`config.mk`:
```
export PLATFORM = sky130hd
export DESIGN_NAME = search_scan_ctrl
export DESIGN_NICKNAME = d
export VERILOG_FILES = /design/src/rtl/search_scan_ctrl.sv
export SDC_FILE = /design/constraint.sdc
export NUM_CORES = 1
export LEC_CHECK = 0
export ABC_AREA = 1
export BUFFER_PORTS_ARGS = -buffer_cell sky130_fd_sc_hd__buf_2
export CAP_MARGIN = 20
export CORE_UTILIZATION = 30
export DETAILED_ROUTE_END_ITERATION = 8
export SYNTH_ARGS = -nofsm -noshare
export SYNTH_HDL_FRONTEND = slang
export SYNTH_SLANG_ARGS = --single-unit
```
`constraint.sdc`:
```
create_clock -name clk -period 1.55 [get_ports clk]
set_input_delay 0.2325 -clock clk [delete_from_list [all_inputs] [get_ports clk]]
set_output_delay 0.2325 -clock clk [all_outputs]
set_load 0.01 [all_outputs]
```
`src/rtl/search_scan_ctrl.sv`:
```
// search_scan_ctrl: raster scan of every template-sized window of an image, tracking the lowest-scoring window.
//   clk, rst              : clock and synchronous active-high reset
//   start                 : scan request, taken only when idle
//   busy, done            : scan in progress / one-cycle completion pulse
//   pix_valid, pix_ready  : request handshake for one (image, template) pixel pair
//   img_row/col, tpl_row/col, pix_last : requested coordinates, last pixel of the window
//   score_valid, score    : window score returned by the compare datapath
//   best_row/col, best_score : origin and score of the best window so far
module search_scan_ctrl #(
    parameter int IMG_ROWS    = 9,
    parameter int IMG_COLS    = 8,
    parameter int TPL_ROWS    = 3,
    parameter int TPL_COLS    = 3,
    parameter int COUNT_WIDTH = 4,
    parameter int SCORE_W     = 16
) (
    input  logic                   clk,
    input  logic                   rst,
    input  logic                   start,
    output logic                   busy,
    output logic                   done,
    output logic                   pix_valid,
    input  logic                   pix_ready,
    output logic [COUNT_WIDTH-1:0] img_row,
    output logic [COUNT_WIDTH-1:0] img_col,
    output logic [COUNT_WIDTH-1:0] tpl_row,
    output logic [COUNT_WIDTH-1:0] tpl_col,
    output logic                   pix_last,
    input  logic                   score_valid,
    input  logic [SCORE_W-1:0]     score,
    output logic [COUNT_WIDTH-1:0] best_row,
    output logic [COUNT_WIDTH-1:0] best_col,
    output logic [SCORE_W-1:0]     best_score
);
    localparam logic [COUNT_WIDTH-1:0] TR_MAX = COUNT_WIDTH'(TPL_ROWS - 1);
    localparam logic [COUNT_WIDTH-1:0] TC_MAX = COUNT_WIDTH'(TPL_COLS - 1);
    localparam logic [COUNT_WIDTH-1:0] WY_MAX = COUNT_WIDTH'(IMG_ROWS - TPL_ROWS);
    localparam logic [COUNT_WIDTH-1:0] WX_MAX = COUNT_WIDTH'(IMG_COLS - TPL_COLS);

    typedef enum logic [1:0] {S_IDLE, S_ISSUE, S_WAIT, S_DONE} state_t;

    state_t                 state_q, state_d;
    logic [COUNT_WIDTH-1:0] wy_q, wy_d, wx_q, wx_d, tr_q, tr_d, tc_q, tc_d;
    logic [COUNT_WIDTH-1:0] best_row_q, best_row_d, best_col_q, best_col_d;
    logic [SCORE_W-1:0]     best_score_q, best_score_d;

    assign busy       = (state_q == S_ISSUE) || (state_q == S_WAIT);
    assign done       = state_q == S_DONE;
    assign pix_valid  = state_q == S_ISSUE;
    assign pix_last   = pix_valid && tr_q == TR_MAX && tc_q == TC_MAX;
    assign img_row    = wy_q + tr_q;
    assign img_col    = wx_q + tc_q;
    assign tpl_row    = tr_q;
    assign tpl_col    = tc_q;
    assign best_row   = best_row_q;
    assign best_col   = best_col_q;
    assign best_score = best_score_q;

    always_comb begin
        state_d      = state_q;
        wy_d         = wy_q;
        wx_d         = wx_q;
        tr_d         = tr_q;
        tc_d         = tc_q;
        best_row_d   = best_row_q;
        best_col_d   = best_col_q;
        best_score_d = best_score_q;
        unique case (state_q)
            S_IDLE: if (start) begin
                state_d      = S_ISSUE;
                wy_d         = '0;
                wx_d         = '0;
                tr_d         = '0;
                tc_d         = '0;
                best_row_d   = '0;
                best_col_d   = '0;
                best_score_d = '1;
            end
            S_ISSUE: if (pix_ready) begin
                state_d = pix_last ? S_WAIT : S_ISSUE;
                tc_d    = (tc_q == TC_MAX) ? '0 : tc_q + 1'b1;
                tr_d    = pix_last ? '0 : (tc_q == TC_MAX) ? tr_q + 1'b1 : tr_q;
            end
            S_WAIT: if (score_valid) begin
                if (score < best_score_q) begin
                    best_score_d = score;
                    best_row_d   = wy_q;
                    best_col_d   = wx_q;
                end
                // Final window: park the origin at zero rather than stepping past the image.
                if (wy_q == WY_MAX && wx_q == WX_MAX) begin
                    state_d = S_DONE;
                    wy_d    = '0;
                    wx_d    = '0;
                end else begin
                    state_d = S_ISSUE;
                    wx_d    = (wx_q == WX_MAX) ? '0 : wx_q + 1'b1;
                    wy_d    = (wx_q == WX_MAX) ? wy_q + 1'b1 : wy_q;
                end
            end
            default: state_d = S_IDLE;
        endcase
    end

    always_ff @(posedge clk) begin
        if (rst) begin
            state_q      <= S_IDLE;
            wy_q         <= '0;
            wx_q         <= '0;
            tr_q         <= '0;
            tc_q         <= '0;
            best_row_q   <= '0;
            best_col_q   <= '0;
            best_score_q <= '1;
        end else begin
            state_q      <= state_d;
            wy_q         <= wy_d;
            wx_q         <= wx_d;
            tr_q         <= tr_d;
            tc_q         <= tc_d;
            best_row_q   <= best_row_d;
            best_col_q   <= best_col_d;
            best_score_q <= best_score_d;
        end
    end
endmodule

```
==> results of run 1 <==
[per-stage QoR]
stage | utilization [%] | std cells | setup TNS [ns]
3_3_place_gp | 41.98 | 590 | -5.051
2_1_floorplan | - | 375 | -3.586
6_report | 56.85 | 632 | -8.005
3_5_place_dp | 41.98 | 590 | -5.970
4_1_cts | 51.79 | 624 | -5.296
5_1_grt | 56.85 | 632 | -11.67
[flip-flops by register name, indices dropped and copies added, names as in the netlist]
name,count
best_col,4
best_row,4
best_score,16
state_q,2
tpl_col,4
tpl_row,4
wx_q,4
wy_q,4
[worst max-delay path, cell delays in order (launching register included)]
cell	delay, ns
dfxtp_2	0.35
inv_2	0.04
ha_4	0.21
a21oi_2	0.16
nor2_2	0.06
nor3_2	0.10
nand2_1	0.07
nand2_1	0.07
nand2_2	0.08
nand2_4	0.12
nand2_4	0.07
buf_6	0.13
clkbuf_16	0.15
nand2_2	0.05
nand3_1	0.07
[final timing paths]
check	start	end	cells past startpoint
worst max register to register	best_score[5]$_SDFFE_PP1P_	best_score[15]$_SDFFE_PP1P_	14
worst max-delay path	best_score[5]$_SDFFE_PP1P_	best_score[15]$_SDFFE_PP1P_	14
worst min register to register	best_col[0]$_SDFFE_PP0P_	best_col[0]$_SDFFE_PP0P_	2
worst min-delay path	score[10]	best_score[10]$_SDFFE_PP1P_	4
[cells in the mapped netlist (3+ instances only)]
master and n:
nand2_1 67, inv_1 57, nand3_1 47, dfxtp_1 42
ha_1 33, nor2_1 29, a21oi_1 28, or2_2 16
nor3_1 7, o21ai_0 7, clkbuf_1 6, xnor2_1 6
buf_2 4, nand2_2 3, nand4_1 3
[layer usage]
layer  share of wire, %  track usage, %  wire length, µm
met1                 43           21.26             3822
met5                  0               0                0
met3                3.2           3.107              289
met2                 54           31.74             4809
met4               0.70           3.100               63
[area by class of cell]
cell class	count	share of cell area, %
Sequential cell	42	18.03
Inverter	59	4.895
Tap cell	108	2.739
Timing Repair Buffer	153	24.96
Clock buffer	5	1.395
Multi-Input combinational cell	262	47.55
Clock inverter	3	0.4311
[layout by cell type, fill, tap and decap left out, drive strengths merged]
cell type and n:
xor2 2, or2 17, nand2 70, a22oi 1
a21oi 28, buf 151, nor2 31, a211oi 1
xnor2 6, and3 1, clkinvlp 1, o21ai 7
o21a 1, dfxtp 42, nor3b 1, inv 58
ha 33, nor3 8, o32ai 2, nand4 3
clkinv 3, fa 2, clkbuf 7, nor4 1
nand3 47
[cell families after synthesis]
group / share of synthesized area [%]
AND/OR/NAND/NOR: 30.65
adder cells (fa/ha/maj): 16.86
buffers and inverters: 10.39
flip-flops: 31.30
XOR/XNOR: 2.608
AO/OA/AOI/OAI: 8.197
[where the power goes]
part / total, mW / internal [mW] / switching, mW
logic: 1.49 / 0.750 / 0.743
registers: 1.21 / 1.15 / 0.0550
clock network: 0.749 / 0.318 / 0.431
total: 3.45 / 2.22 / 1.23
[timing repair]
action                     in CTS  in global routing
setup endpoints to repair      46                 46
pin swaps                      17                 45
setup buffers                  24                  7
gates resized for setup       130                 90
gates cloned                    3                  2
==> out/results.tsv, run 1 <==
metric	value	unit
p_total	3.451	mW
crit_type	flip-flop to flip-flop	
numCtsBuffers	5	
yosysTopAreaCell	dfxtp_1	
grt_pass1_vias	2947	
drv_cap	0	
fillCellCount	759	
antenna_cells	0	
drive_gt1_share	69.27	%
first_iter_violations	100	
worstPathArrival	2.05	ns
place_area	3643	µm²
vdd_drop_max	0.3880	mV
rsz0062_at_grt	yes	
initial_core_util	30.95	%
p_per_area	699.6	nW/µm²
area_growth	83.65	%
syn_area	2686	µm²
first_pass_iters	4	
syn-num-nets	431	
die_h	96.63	µm
clk_latency	0.30	ns
hold_violations	0	
ys_seq_elements	42	
cts_tree	yes	
routed_wirelength	8985	µm
grt_antenna_before_repair	0	
violations	setup timing	
synth_edf_count	0	
synthArstFlopShare	0	%
multiInputGateArea	2346	µm²
vias	3061	
ant_nets	0	
clk_path_buf_depth	2	
synthCells	375	
synth-warning-count	0	
skew	0.01062	ns
core.rowCount	34	
regArea	889.6	µm²
die_area	9336	µm²
required	1.73	ns
seq_area_frac_synth	31.30	%
gr-usage-all-layers	17.35	%
wire_per_inst	14.22	µm
dp_slack	-0.2237	ns
worst_setup_path_start_kind	flip-flop	
layout.nets	579	
synth_top_area_share	31.30	%
die_width	96.63	µm
worst_pin_slew	0.2338	ns
fin_hold_ws	0.2737	ns
synth_cell_types	30	
period_minus_slack	1.866	ns
grt_max_degree	18	
crit_fanout	5	
clock-sinks	42	
timing.reg2reg.setup_slack	-0.32	ns
cts_root_buf	clkbuf_8	
finalSetupViolations	39	
gp_congestion	0.7930	
layout_setup_ws	-0.3156	ns
clk_pin_slew	0.09	ns
final_max_slew_viol_count	0	
ys.flop_type	dfxtp_1	
via_per_inst	4.843	
htree_num_levels	2	
core-area	8678	µm²
max_freq	0.5360	GHz
end_kind	flip-flop	
io_pins	65	
slew_headroom	84.29	%
portBuffers	64	
grt_pass1_wl	13390	µm
hold_path.class	input pin to flip-flop	
cts_hold_buf	0	
leakagePower	2.338	nW
synth_area_leaders	dfxtp_1, ha_1, nand2_1	
post-route-drc-count	0	
avgSynthCellArea	7.164	µm²
hpwl	5457	µm
status	finished, violations left	
fin_area	4933	µm²
period_share	120.4	%
globalRoute.totalOverflow	0	
(Power assumes the default switching activity.)
==> run 2: changes to the inputs <==
clock period = 2.3 ns   (was 1.55 ns; I/O delays follow)
==> out/results.tsv, run 2 (synthesis gave the netlist of run 1 again) <==
metric	value	unit	change
antenna_cells	0		unchanged
core.rowCount	34		unchanged
leakagePower	1.753	nW	-25%
layout.nets	499		-14%
die_h	96.63	µm	unchanged
met1_length	3273	µm	-14%
postCtsSetupRepairBufs	0		-100%
fillCellCount	954		+26%
crit_family	adder cells		
io_pins	65		unchanged
first_pass_iters	6		+2
cts_hold_buf	0		unchanged
hold_path.class	input pin to flip-flop		
globalRoute.totalOverflow	0		unchanged
vias	2546		-17%
clock-sinks	42		unchanged
die_area	9336	µm²	unchanged
highest_layer	met4		
numCtsBuffers	5		unchanged
swShare	33.29	%	-2.3 points
dr_wl_met3	267	µm	-7.6%
grt_max_degree	21		+3
core-area	8678	µm²	unchanged
gp_congestion	0.8099		+2.1%
max_freq	0.4680	GHz	
period_share	92.91	%	
seq_power_share	45.3	%	+10 points
first_iter_violations	120		+20%
status	complete, no violations		
final_max_slew_viol_count	0		unchanged
slew_headroom	74.39	%	-9.9 points
rsz0062_at_grt	no		
clk_path_buf_depth	2		unchanged
post-route-drc-count	0		unchanged
worst_setup_path_start_kind	flip-flop		
required	1.96	ns	+0.23 ns
power_switching	0.5980	mW	-51%
skew	0.01432	ns	+0.003700 ns
worst_path_max_delay_cell	dfxtp_1		
routed_wirelength	6588	µm	-27%
grt_antenna_before_repair	0		unchanged
crit_type	flip-flop to primary output		
portBuffers	64		unchanged
fin_hold_ws	0.3732	ns	+0.09951 ns
wire_per_inst	11.93	µm	-16%
finalSetupTns	0	ns	+8.005 ns
critPathMaxStageDelay	0.45	ns	+0.10 ns
clk_pin_slew	0.09	ns	about the same
via_per_inst	4.612		-4.8%
die_width	96.63	µm	unchanged
crit_fanout	6		+1
p_per_area	553.3	nW/µm²	-21%
htree_num_levels	2		unchanged
final_common_cell	nand2_1		
area_growth	20.87	%	
grt_pass1_vias	2472		-16%
power.share.combinational	25.5	%	-18 points
reg2reg_from	state_q[0]$_SDFFE_PP0P_		
hold_path_end	best_score[0]$_SDFFE_PP1P_		
initial_core_util	30.95	%	unchanged
r2r_cells	10		-4
clk_latency	0.31	ns	about the same
worst_pin_slew	0.3827	ns	+0.1489 ns
p_int	1.199	mW	-46%
path_buf_inv	2		-1
min_from	score[0]		
min_path_cells	5		+1
largest_reg_flops	16		unchanged
crit_cells	5		-9
timing.rr.end	wx_q[3]$_SDFFE_PP0P_		
timing.reg2reg.setup_slack	0.35	ns	+0.67 ns
final_cell_mix	nand2_1, buf_2, inv_1		
hold_violations	0		unchanged
end_kind	primary output		
finalSetupViolations	0		-100%
drv_cap	0		unchanged
drive_gt1_share	23.65	%	-46 points
hpwl	4949	µm	-9.3%
ant_nets	0		unchanged
cts_tree	yes		
cts_root_buf	clkbuf_8		
met2_length	2976	µm	-38%
grt_pass1_wl	11470	µm	-14%
clockPowerShare	29.2	%	+7.5 points
p_total	1.797	mW	-48%
vdd_drop_max	0.2450	mV	-37%
cts_resized	0		-100%
period_minus_slack	2.137	ns	
worstPathArrival	1.79	ns	-0.26 ns
gr-usage-all-layers	14.93	%	-2.4 points
cp_cell_sequence	ha_1, inv_1, fa_1, xnor2_1, buf_2		
## run 2: changes by cell type in the layout (fill, tap and decap cells not counted), moves of 20 or more
cell,before,now
inv_2,21,1
dfxtp_1,17,42
ha_1,12,33
nand3_1,21,47
ha_4,20,0
nand3_2,26,0
nand2_1,39,67
buf_4,65,9
inv_1,30,57
## run 2: how the worst max path moves through the flow
stage | start | end
2_1_floorplan | best_score[15]$_SDFFE_PP1P_ | best_col[2]$_SDFFE_PP0P_
3_3_place_gp | score[5] | best_col[3]$_SDFFE_PP0P_
3_5_place_dp | score[5] | best_score[2]$_SDFFE_PP1P_
4_1_cts | wx_q[0]$_SDFFE_PP0P_ | img_col[2]
5_1_grt | wx_q[0]$_SDFFE_PP0P_ | img_col[2]
6_report | wx_q[0]$_SDFFE_PP0P_ | img_col[2]
## run 2: power groups by stage
stage | logic, mW | registers, mW | clock network [mW]
floorplan | 0.289 | 0.851 | 0
CTS | 0.464 | 0.815 | 0.538
global placement | 0.456 | 0.832 | 0
finish | 0.458 | 0.815 | 0.524
detailed placement | 0.462 | 0.832 | 0
global route | 0.527 | 0.823 | 0.562
## run 2: final cells by class
| cell class | count | area [µm²] | share of cell area (%) |
|---|---|---|---|
| Tap cell | 108 | 135.1 | 4.162 |
| Clock buffer | 6 | 82.58 | 2.543 |
| Timing Repair Buffer | 73 | 387.9 | 11.95 |
| Multi-Input combinational cell | 262 | 1567 | 48.25 |
| Sequential cell | 42 | 840.8 | 25.90 |
| Inverter | 59 | 221.5 | 6.821 |
| Clock inverter | 2 | 12.51 | 0.3854 |
## run 2: metrics by stage
stage                     instances  utilization, %  worst slack (ns)  area, µm²
final                           552           37.41            0.1630       3247
after global routing            552           37.41           0.03500       3247
after floorplan                 375               -            0.5191       2686
after global placement          544           36.32            0.3517       3152
after CTS                       552           37.41            0.1531       3247
after detailed placement        544           36.32            0.3099       3152
## run 2: per-layer routing
| metal | global-route usage [%] | vias to the layer above |
|---|---|---|
| met5 | 0 | - |
| met4 | 4.707 | 0 |
| met3 | 3.468 | 7 |
| met2 | 23.94 | 53 |
| met1 | 19.81 | 1149 |
| li1 | - | 1337 |
## run 2: worst reg2reg max path, stage by stage, from the launching register on
cell and delay, ns:
dfxtp_1 0.40, inv_1 0.08, ha_1 0.22, inv_1 0.08, nor2_1 0.07, nor3_4 0.34
buf_4 0.30, inv_1 0.11, nor2_1 0.09, nor2_1 0.05, nor3_1 0.12
==> run 3: changes to the inputs <==
PLACE_DENSITY = 0.6   (was not set)
SKIP_CTS_REPAIR_TIMING = 1   (was not set)
clock period = 2.4 ns   (was 2.3 ns; I/O delays follow)
==> out/results.tsv, run 3 (synthesis gave the netlist of run 1 again) <==
metric	value	unit	change
leakagePower	1.754	nW	about the same
vdd_drop_max	0.2570	mV	+4.9%
critPathLaunch	wx_q[0]$_SDFFE_PP0P_		
clk_pin_slew	0.09	ns	about the same
final_cell_mix	nand2_1, buf_2, inv_1		
finalSetupViolations	0		unchanged
area_growth	20.82	%	about the same
final_max_slew_viol_count	0		unchanged
timing.rr.end	best_score[13]$_SDFFE_PP1P_		
required	2.04	ns	+0.08 ns
clk_path_buf_depth	2		unchanged
die_width	96.63	µm	unchanged
hold_violations	0		unchanged
clock-sinks	42		unchanged
initial_core_util	30.95	%	unchanged
grt_antenna_before_repair	0		unchanged
final_cells	550		-0.36%
grt_pass1_vias	2403		-2.8%
finalSetupTns	0	ns	unchanged
die_h	96.63	µm	unchanged
drive_gt1_share	23.30	%	-0.35 points
worst_pin_slew	0.4791	ns	+0.09636 ns
timing.reg2reg.setup_slack	0.40	ns	+0.05 ns
antenna_cells	0		unchanged
worstPathArrival	1.78	ns	about the same
vias	2551		+0.20%
placedCellCount	542		-0.37%
htree_num_levels	2		unchanged
cts_tree	yes		
r2r_cells	8		-2
crit_type	flip-flop to primary output		
end_kind	primary output		
layout.nets	497		-0.40%
max_freq	0.4664	GHz	
drv_cap	0		unchanged
status	complete, no violations		
hold_path.class	input pin to flip-flop		
die_area	9336	µm²	unchanged
gp_congestion	0.8179		+0.99%
endpoint	img_col[2]		
largest_reg_flops	16		unchanged
gr-usage-all-layers	14.54	%	-0.40 points
period_minus_slack	2.144	ns	
p_per_area	549.1	nW/µm²	-0.75%
numCtsBuffers	5		unchanged
fin_area	3246	µm²	about the same
cts_root_buf	clkbuf_8		
routed_wirelength	6629	µm	+0.62%
wire_per_inst	12.05	µm	+0.99%
core-area	8678	µm²	unchanged
grt_max_degree	20		-4.8%
first_iter_violations	95		-21%
core.rowCount	34		unchanged
clk_latency	0.30	ns	about the same
fin_hold_ws	0.3980	ns	+0.02474 ns
io_pins	65		unchanged
globalRoute.totalOverflow	0		unchanged
worst_setup_path_start_kind	flip-flop		
rsz0062_at_grt	no		
ant_nets	0		unchanged
portBuffers	64		unchanged
first_pass_iters	4		-2
place_area	3137	µm²	-0.48%
post-route-drc-count	0		unchanged
reg2reg_from	state_q[0]$_SDFFE_PP0P_		
hpwl	5016	µm	+1.4%
via_per_inst	4.638		+0.56%
slew_headroom	67.96	%	-6.4 points
crit_fanout	6		unchanged
skew	0.007855	ns	-0.006469 ns
final_common_cell	nand2_1		
period_share	89.34	%	
grt_pass1_wl	11330	µm	-1.3%
run 3: cell count changes in the layout (fill, tap and decap cells not counted):
cell	before	now
buf_4	9	7
bufinv_16	0	1
clkbuf_8	6	5
clkinv_2	1	2
clkinvlp_4	1	0
run 3: worst min-delay path by stage:
stage                              from                  endpoint  slack [ns]  depth (start not counted)
3_3_place_gp   best_col[0]$_SDFFE_PP0P_  best_col[0]$_SDFFE_PP0P_        0.44                          2
5_1_grt                             rst   tpl_col[1]$_SDFFE_PP0P_        0.39                          2
6_report                            rst   tpl_col[1]$_SDFFE_PP0P_        0.40                          2
3_5_place_dp   best_col[0]$_SDFFE_PP0P_  best_col[0]$_SDFFE_PP0P_        0.45                          2
4_1_cts                             rst   tpl_col[1]$_SDFFE_PP0P_        0.39                          2
2_1_floorplan   state_q[1]$_SDFFE_PP0P_   state_q[1]$_SDFFE_PP0P_        0.48                          2
run 3: power breakdown:
group	leakage [nW]	switching, mW	internal [mW]	total, mW
combinational	1.35	0.266	0.169	0.435
clock	0.0579	0.257	0.307	0.564
sequential	0.343	0.0383	0.745	0.783
run 3: worst max-delay path, stage by stage, from the launching register on:
cell     delay [ns]
dfxtp_1        0.46
ha_1           0.21
inv_1          0.05
fa_1           0.39
xnor2_1        0.20
buf_2          0.17
run 3: final cells by class:
cell class / instances / area, µm²
timing repair buffer: 71 / 372.9
tap: 108 / 135.1
clock inverter: 3 / 40.04
sequential: 42 / 840.8
clock buffer: 5 / 68.82
inverter: 59 / 221.5
multi-input combinational: 262 / 1567
fill: 950 / 5433
run 3: metrics by stage:
step	utilization (%)	power [mW]	setup WS, ns
final	37.40	1.782	0.2559
after global routing	37.40	1.904	0.09410
after CTS	37.40	1.811	0.2276
after detailed placement	36.14	1.240	0.3661
after global placement	36.14	1.231	0.4303
after floorplan	-	1.092	0.6191
run 3: metal layers:
metal,vias up,share of wire (%),GRT usage [%]
met5,-,0,0
li1,1337,-,-
met1,1145,47,18.60
met4,0,0.84,3.789
met3,5,5.2,3.251
met2,64,47,24.59
